==> src/rtl/rx_ctrl.sv <==
// UART receive sequencer: start detection, mid-bit shift strobes, stop check and host flags.
// Optional start-bit glitch rejection is enabled by defining RX_GLITCH_REJECT_EN.
module rx_ctrl #(
    parameter int CLKS_PER_BIT = 10
) (
    input  logic clk,
    input  logic n_rst,
    input  logic serial_in,
    input  logic stop_bit,
    input  logic data_read,
    output logic shift_strobe,
    output logic load_buffer,
    output logic busy,
    output logic data_ready,
    output logic framing_error,
    output logic overrun_error
);

    localparam int CW = (CLKS_PER_BIT > 1) ? $clog2(CLKS_PER_BIT) : 1;
    localparam logic [CW-1:0] BIT_LAST  = CW'(CLKS_PER_BIT - 1);
    localparam logic [CW-1:0] HALF_LAST = CW'(CLKS_PER_BIT / 2 - 1);

    typedef enum logic [2:0] {
        IDLE,
        START_CHECK,
        RECEIVE,
        CHECK_STOP,
        LOAD
    } state_t;

    state_t     state_q;
    logic [CW-1:0] cnt_q;
    logic [3:0] strb_q;
    logic       prev_q;
    logic       data_ready_q;
    logic       framing_error_q;
    logic       overrun_error_q;
    logic       start_edge;

    assign start_edge = (state_q == IDLE) && prev_q && !serial_in;

    always_ff @(posedge clk) begin
        if (!n_rst) begin
            state_q         <= IDLE;
            cnt_q           <= '0;
            strb_q          <= '0;
            prev_q          <= 1'b1;
            data_ready_q    <= 1'b0;
            framing_error_q <= 1'b0;
            overrun_error_q <= 1'b0;
        end else begin
            prev_q <= serial_in;
            cnt_q  <= cnt_q + 1'b1;

            // Host read clears; a LOAD in the same cycle overrides data_ready below.
            if (data_read) begin
                data_ready_q    <= 1'b0;
                overrun_error_q <= 1'b0;
            end

            case (state_q)
                IDLE: begin
                    cnt_q  <= '0;
                    strb_q <= '0;
                    if (start_edge) begin
                        state_q <= START_CHECK;
                    end
                end
                START_CHECK: begin
                    if (cnt_q == HALF_LAST) begin
                        cnt_q  <= '0;
                        strb_q <= '0;
`ifdef RX_GLITCH_REJECT_EN
                        if (serial_in) begin
                            state_q <= IDLE;
                        end else begin
                            state_q         <= RECEIVE;
                            framing_error_q <= 1'b0;
                        end
`else
                        state_q         <= RECEIVE;
                        framing_error_q <= 1'b0;
`endif
                    end
                end
                RECEIVE: begin
                    if (cnt_q == BIT_LAST) begin
                        cnt_q  <= '0;
                        strb_q <= strb_q + 4'd1;
                        // Ninth strobe captures the stop bit; leave on that edge.
                        if (strb_q == 4'd8) begin
                            state_q <= CHECK_STOP;
                            strb_q  <= '0;
                        end
                    end
                end
                CHECK_STOP: begin
                    cnt_q  <= '0;
                    strb_q <= '0;
                    if (stop_bit) begin
                        state_q <= LOAD;
                    end else begin
                        state_q         <= IDLE;
                        framing_error_q <= 1'b1;
                    end
                end
                LOAD: begin
                    cnt_q        <= '0;
                    strb_q       <= '0;
                    state_q      <= IDLE;
                    data_ready_q <= 1'b1;
                    if (data_ready_q && !data_read) begin
                        overrun_error_q <= 1'b1;
                    end
                end
                default: begin
                    state_q <= IDLE;
                    cnt_q   <= '0;
                    strb_q  <= '0;
                end
            endcase
        end
    end

    assign shift_strobe  = (state_q == RECEIVE) && (cnt_q == BIT_LAST);
    assign load_buffer   = (state_q == LOAD);
    assign busy          = (state_q != IDLE);
    assign data_ready    = data_ready_q;
    assign framing_error = framing_error_q;
    assign overrun_error = overrun_error_q;

endmodule

==> config.mk <==
export PLATFORM = sky130hd
export DESIGN_NAME = rx_ctrl
export DESIGN_NICKNAME = d
export VERILOG_FILES = /design/src/rtl/rx_ctrl.sv
export SDC_FILE = /design/constraint.sdc
export NUM_CORES = 1
export LEC_CHECK = 0
export ABC_CLOCK_PERIOD_IN_PS = 1800
export CELL_PAD_IN_SITES_DETAIL_PLACEMENT = 2
export CELL_PAD_IN_SITES_GLOBAL_PLACEMENT = 2
export CORE_AREA = 2 2 54 56
export DETAILED_ROUTE_END_ITERATION = 12
export DIE_AREA = 0 0 56 58
export HOLD_SLACK_MARGIN = 0.05
export PLACE_DENSITY = 0.77
export SLEW_MARGIN = 20
export SYNTH_ARGS = -nofsm -noshare
export SYNTH_HDL_FRONTEND = slang
export SYNTH_SLANG_ARGS = --single-unit
==> constraint.sdc <==
create_clock -name clk -period 1.8 [get_ports clk]
set_input_delay 0.27 -clock clk [delete_from_list [all_inputs] [get_ports clk]]
set_output_delay 0.27 -clock clk [all_outputs]
set_load 0.1 [all_outputs]
==> flow_metrics.py <==
metrics = {
    "synth": {
        "ys_seq_area_frac": 0.3883,
        "synthFlopType": "dfxtp_1",
        "ys_top_cells_by_count": "15 x dfxtp_1, 11 x nor2_1, 6 x inv_1",
        "yosysMostFrequentCell": "dfxtp_1",
        "synthDistinctLibCells": 32,
        "yosys-top-cells-area": "dfxtp_1 39%, ha_1 8.1%, nor2_1 5.3%",
        "netlist_area_sq_um": 773.2,
        "synth_area_per_cell_sq_um": 8.888,
        "yosysWarnings": 0,
        "yosysTopAreaCellShare": 0.3883,
        "ys_seq_elements": 15,
        "synth_edf_count": 0,
        "synthCells": 87,
        "synth_top_area_cell": "dfxtp_1",
        "async_reset_ff_frac": 0,
        "syn_nets": 97,
    },
    "layout": {
        "design_area_sq_um": 1039,
        "fillCellCount": 308,
        "multi_input_area_sq_um": 456.7,
        "utilization": 0.3900,
        "register_area_sq_um": 302.8,
        "area_growth_pct": 34.30,
        "drive_above_1_share": 0.2804,
        "antenna_cells": 0,
        "nets": 118,
    },
    "place": {
        "placed_area_sq_um": 978.4,
        "place_hpwl_um": 1534,
        "gp_routability_congestion": 0.7038,
        "port_buffers": 10,
    },
    "detailed_routing": {
        "wl_per_cell_um": 15.74,
        "detail-route-antenna-nets": 0,
        "drt_iter0_markers": 10,
        "drc": 0,
        "drt-pass1-iter-count": 4,
        "routed_wl_um": 2172,
        "vias": 666,
        "via_per_inst": 4.826,
    },
    "floorplan": {
        "die_w_um": 56,
        "start_util": 0.2904,
        "io_pins": 11,
        "die_h_um": 58,
        "dieArea_sq_um": 3248,
        "fp-row-count": 19,
        "coreArea_sq_um": 2663,
    },
    "clocking": {
        "cts_num_sinks": 15,
        "cts_max_path_buffers": 2,
        "clkLatencyLatePin_ps": 290,
        "cts-root-buf": "clkbuf_4",
        "cts_hold_buf": 0,
        "cts_tree": "done",
        "cts.reportedPaths.clkPinSlew_ps": 90,
        "cts_buffers": 3,
        "cts-htree-levels": 1,
    },
    "worst_setup_path": {
        "max_stage_delay_ps": 340,
        "cpLargestDelayFamily": "simple AND/OR/NAND/NOR gates",
        "worst_ep_arrival_time_ps": 1500,
        "setup.worst_path.end_class": "output pin",
        "start_kind": "flip-flop",
        "cp_max_fo": 4,
        "cp_cell_sequence": "inv_1, ha_1, and3b_2, and2b_2, buf_12",
        "regToRegSetupSlack_ps": 110,
        "crit_slowest_cell": "dfxtp_2",
        "required_ps": 1530,
        "crit_type": "flip-flop to output pin",
        "path_buf_inv": 2,
    },
    "timing": {
        "rsz0062_at_grt": "true",
        "setup_violations": 0,
        "max_slew_margin": 0.7827,
        "worst_pin_slew_ps": 324.9,
        "slew_viol_final": 0,
        "fmax_ghz": 0.5644,
        "layout_worst_path_cycle_share": 0.9843,
        "finalClockSkew_ps": 6.298,
        "hold_viol": 0,
        "fin_crit_ps": 1772,
        "tns_ps": 0,
    },
    "power": {
        "swShare": 0.2664,
        "power_switching_w": 0.0001672,
        "power_frac_seq": 0.542,
        "power_frac_clock": 0.315,
        "internal-power_w": 0.0004605,
        "p_comb_frac": 0.143,
        "peakVddDrop_v": 0.0004429,
        "p_leak_nw": 0.3979,
        "powerDensity_nw_per_um2": 604.5,
    },
    "global_routing": {
        "grt_start_max_net_pins": 13,
        "grtUsageTotal": 0.1515,
        "grt_pass1_vias": 748,
        "antenna_found_initial": 0,
        "grt_pass1_wl_um": 3726,
        "overflow": 0,
    },
    "run_status": {
        "status": "complete, no violations",
    },
    "flow_run": {
        "maxCapViolCount": 0,
    },
    "hold_path": {
        "min_path_type": "flip-flop to flip-flop",
    },
}
-- registers in the layout, summed over array words and instances (netlist names) --
register       cells
strb_q             4
cnt_q              4
overrun_error      1
data_ready         1
framing_error      1
state_q            3
prev_q             1
-- what timing repair did --
item | 4_1_cts | 5_1_grt
setup endpoints to repair | 1 | 5
buffers inserted | 1 | 2
gates cloned | 0 | 0
resized for setup | 4 | 1
-- worst register-to-register path: stages, from the launching register on --
cell,delay [ps]
dfxtp_2,380
inv_1,60
ha_1,200
and3b_1,220
o32ai_1,360
buf_4,200
nor2_1,50
o22ai_1,150
-- metal layers --
layer | global-route usage | vias to the layer above | wire, um | share of wire
li1 | - | 338 | - | -
met1 | 0.1724 | 313 | 914 | 0.42
met2 | 0.2756 | 11 | 1140 | 0.52
met3 | 0.04018 | 4 | 75 | 0.035
met4 | 0.05102 | 0 | 42 | 0.019
met5 | 0 | - | 0 | 0
-- area by class of cell --
class                           instances  area share
Clock buffer                            3     0.02169
Clock inverter                          1    0.004819
Inverter                                6     0.02169
Multi-Input combinational cell         63      0.4398
Sequential cell                        15      0.2916
Tap cell                               31     0.03735
Timing Repair Buffer                   19      0.1831
-- metrics by stage --
stage	total power [W]	std cells	setup slack, ps	hold WS, ps
floorplan	0.0003952	87	3.321	343.0
global placement	0.0004316	131	236.9	465.0
detailed placement	0.0004352	131	167.2	492.4
finish	0.0006278	138	28.18	461.3
CTS	0.0006365	136	8.924	471.4
global route	0.0006685	138	-53.41	501.0
-- cells by family (layout without fill, tap and decap cells) --
logic type                 count (synthesis)  in the layout  share of synthesized area
AOI/OAI and AO/OA                         16             16                     0.1699
DFF                                       15             15                     0.3884
and+or+nand+nor                           39             39                     0.2800
xor gates and xnor gates                   2              2                    0.02266
buffers and inverters                      9             29                    0.04530
adders and majority gates                  5              5                    0.08091
muxes                                      1              1                    0.01295
-- path summary, 6_finish.rpt --
| kind | startpoint | end | cells past startpoint |
|---|---|---|---|
| worst max register to register | cnt_q[0] | strb_q[2] | 7 |
| worst min-delay path | cnt_q[0] | cnt_q[0] | 1 |
| worst max-delay path | cnt_q[1] | shift_strobe | 5 |
| worst min register to register | cnt_q[0] | cnt_q[0] | 1 |
-- power by group through the flow --
stage | sequential (W) | clock, W | combinational, W
after floorplan | 0.000349 | 0 | 0.0000457
after global placement | 0.000347 | 0 | 0.0000846
after detailed placement | 0.000348 | 0 | 0.0000875
after CTS | 0.000340 | 0.000206 | 0.0000900
after global routing | 0.000342 | 0.000230 | 0.0000974
final | 0.000340 | 0.000198 | 0.0000900
-- placed cells by master (no fill, tap or decap), types with 3 or more instances in the layout --
cell	synthesis	layout
nand2b_1	3	3
nor2_1	11	11
clkdlybuf4s50_1	0	4
nand2_1	3	3
inv_1	6	6
nor2b_1	5	5
clkbuf_4	0	3
o21ai_0	4	4
buf_12	0	3
ha_1	5	5
buf_4	0	12
dfxtp_1	15	13
nand3_1	5	5
No activity file was read; power rests on OpenSTA's default activity.
==> variant (same flow settings) <==
The 5 states of `state_t` get a Gray code encoding in 3 bits.
--- a/src/rtl/rx_ctrl.sv
+++ b/src/rtl/rx_ctrl.sv
@@ -21,11 +21,11 @@
     localparam logic [CW-1:0] HALF_LAST = CW'(CLKS_PER_BIT / 2 - 1);
 
     typedef enum logic [2:0] {
-        IDLE,
-        START_CHECK,
-        RECEIVE,
-        CHECK_STOP,
-        LOAD
+        IDLE        = 3'b000,
+        START_CHECK = 3'b001,
+        RECEIVE     = 3'b011,
+        CHECK_STOP  = 3'b010,
+        LOAD        = 3'b110
     } state_t;
 
     state_t     state_q;
Check against the original RTL: no difference found for any inputs over 10 cycles, from zero or initial values and one cycle with n_rst low; not proved beyond that.
==> variant against the unedited design <==
Sequential share of layout area rose by 2.6 points; worst setup slack improved by 0.066 ns; design area down 8.2%; synthesized area down 5.0%; wire length shrank 15%; synthesized cell count down 2.3%; utilization shrank 3.2 points; first-iteration DRC count fell by 30%; sequential cell count is the same; fmax is 3.9% higher; total power grew 0.15%; global-route usage is 1.9 points lower; die area is the same; largest cell class unchanged.
==> variant: results (changes against the unedited design) <==
status:
  status: "complete, no violations"  # unchanged
detailed_routing:
  detail_route.wl_per_cell_um: 14.1  # was 15.7 µm
  dr.pass1.iters: 2  # was 4
  drt_iter0_markers: 7  # was 10
  avgViaCountPerCell: 4.92  # was 4.83
setup_path:
  cp_slowest_stage_delay_ns: 0.42  # was 0.34 ns
  rrSetupSlack_ns: 0.21  # was 0.11 ns
  reg2reg_to: "strb_q[3]"  # was strb_q[2]
  crit_arrival_ns: 1.44  # was 1.50 ns
synth:
  synth_compound_area_share_pct: 10.9  # was 17.0%
  synthAdderAreaFrac_pct: 8.52  # was 8.09%
  synth_mux_area_share_pct: 0  # was 1.29%
  yosysSeqAreaShare_pct: 40.9  # was 38.8%
  synthTopCellsByArea: "dfxtp_1 41%, ha_1 8.5%, nor2_1 4.6%"  # was dfxtp_1 39%, ha_1 8.1%, nor2_1 5.3%
  syn_nets: 95  # was 97
power:
  ir_worst_vdd_v: 0.000276  # was 0.000443 V
  comb-power_mw: 0.0751  # was 0.0900 mW
  pwr-share-comb_pct: 11.9  # was 14.3%
  pwr-share-seq_pct: 54.6  # was 54.2%
global_route:
  grt_pass1_vias: 699  # was 748
  grt_max_degree: 10  # was 13
  grtUsageTotal_pct: 13.3  # was 15.2%
final_layout:
  drive_gt1_share_pct: 21.2  # was 28.0%
timing:
  fin_skew_ns: 0.00961  # was 0.00630 ns
  whs_ns: 0.468  # was 0.461 ns
  max_slew_margin_pct: 76.9  # was 78.3%
[variant: changes by cell type in the layout (fill, tap and decap cells not counted), moves of 3 or more]
cell	unedited run	this run
buf_4	12	6
a21oi_1	2	6
nor2_1	11	7
nor2b_1	5	1
nand2b_1	3	0
[variant: routing by layer]
metal	up-vias	global-route usage, %	wire length, µm
li1	323	-	-
met1	300	15.4	836
met2	12	22.9	893
met3	5	3.13	71
met4	0	7.14	36
met5	-	0	0
[variant: repair_timing]
| item | in CTS | in global routing |
|---|---|---|
| setup endpoints to repair | 0 | 1 |
| hold endpoints to repair | 0 | 0 |
| resized for setup | 0 | 4 |
| hold buffers | 0 | 0 |
[variant: through the flow]
stage	setup slack [ns]	utilization (%)	cells
6_report	0.0943	35.8	130
2_1_floorplan	0.218	-	85
4_1_cts	0.0501	35.6	130
3_3_place_gp	0.249	34.6	126
5_1_grt	0.00637	35.8	130
3_5_place_dp	0.164	34.6	126
[variant: area by class of cell]
| cell class | instances | area (µm²) | area share, % |
|---|---|---|---|
| Clock buffer | 3 | 22.5 | 2.36 |
| Clock inverter | 1 | 5.00 | 0.525 |
| Inverter | 8 | 30.0 | 3.15 |
| Multi-Input combinational cell | 59 | 409 | 42.9 |
| Sequential cell | 15 | 303 | 31.8 |
| Tap cell | 31 | 38.8 | 4.07 |
| Timing Repair Buffer | 13 | 145 | 15.2 |
[variant: worst max-delay path by stage]
| stage | to | startpoint | slack (ns) |
|---|---|---|---|
| detailed placement | strb_q[3] | cnt_q[1] | 0.16 |
| floorplan | busy | state_q[2] | 0.22 |
| CTS | shift_strobe | cnt_q[0] | 0.05 |
| global route | shift_strobe | cnt_q[1] | 0.006 |
| finish | busy | state_q[0] | 0.09 |
| global placement | strb_q[3] | cnt_q[0] | 0.25 |
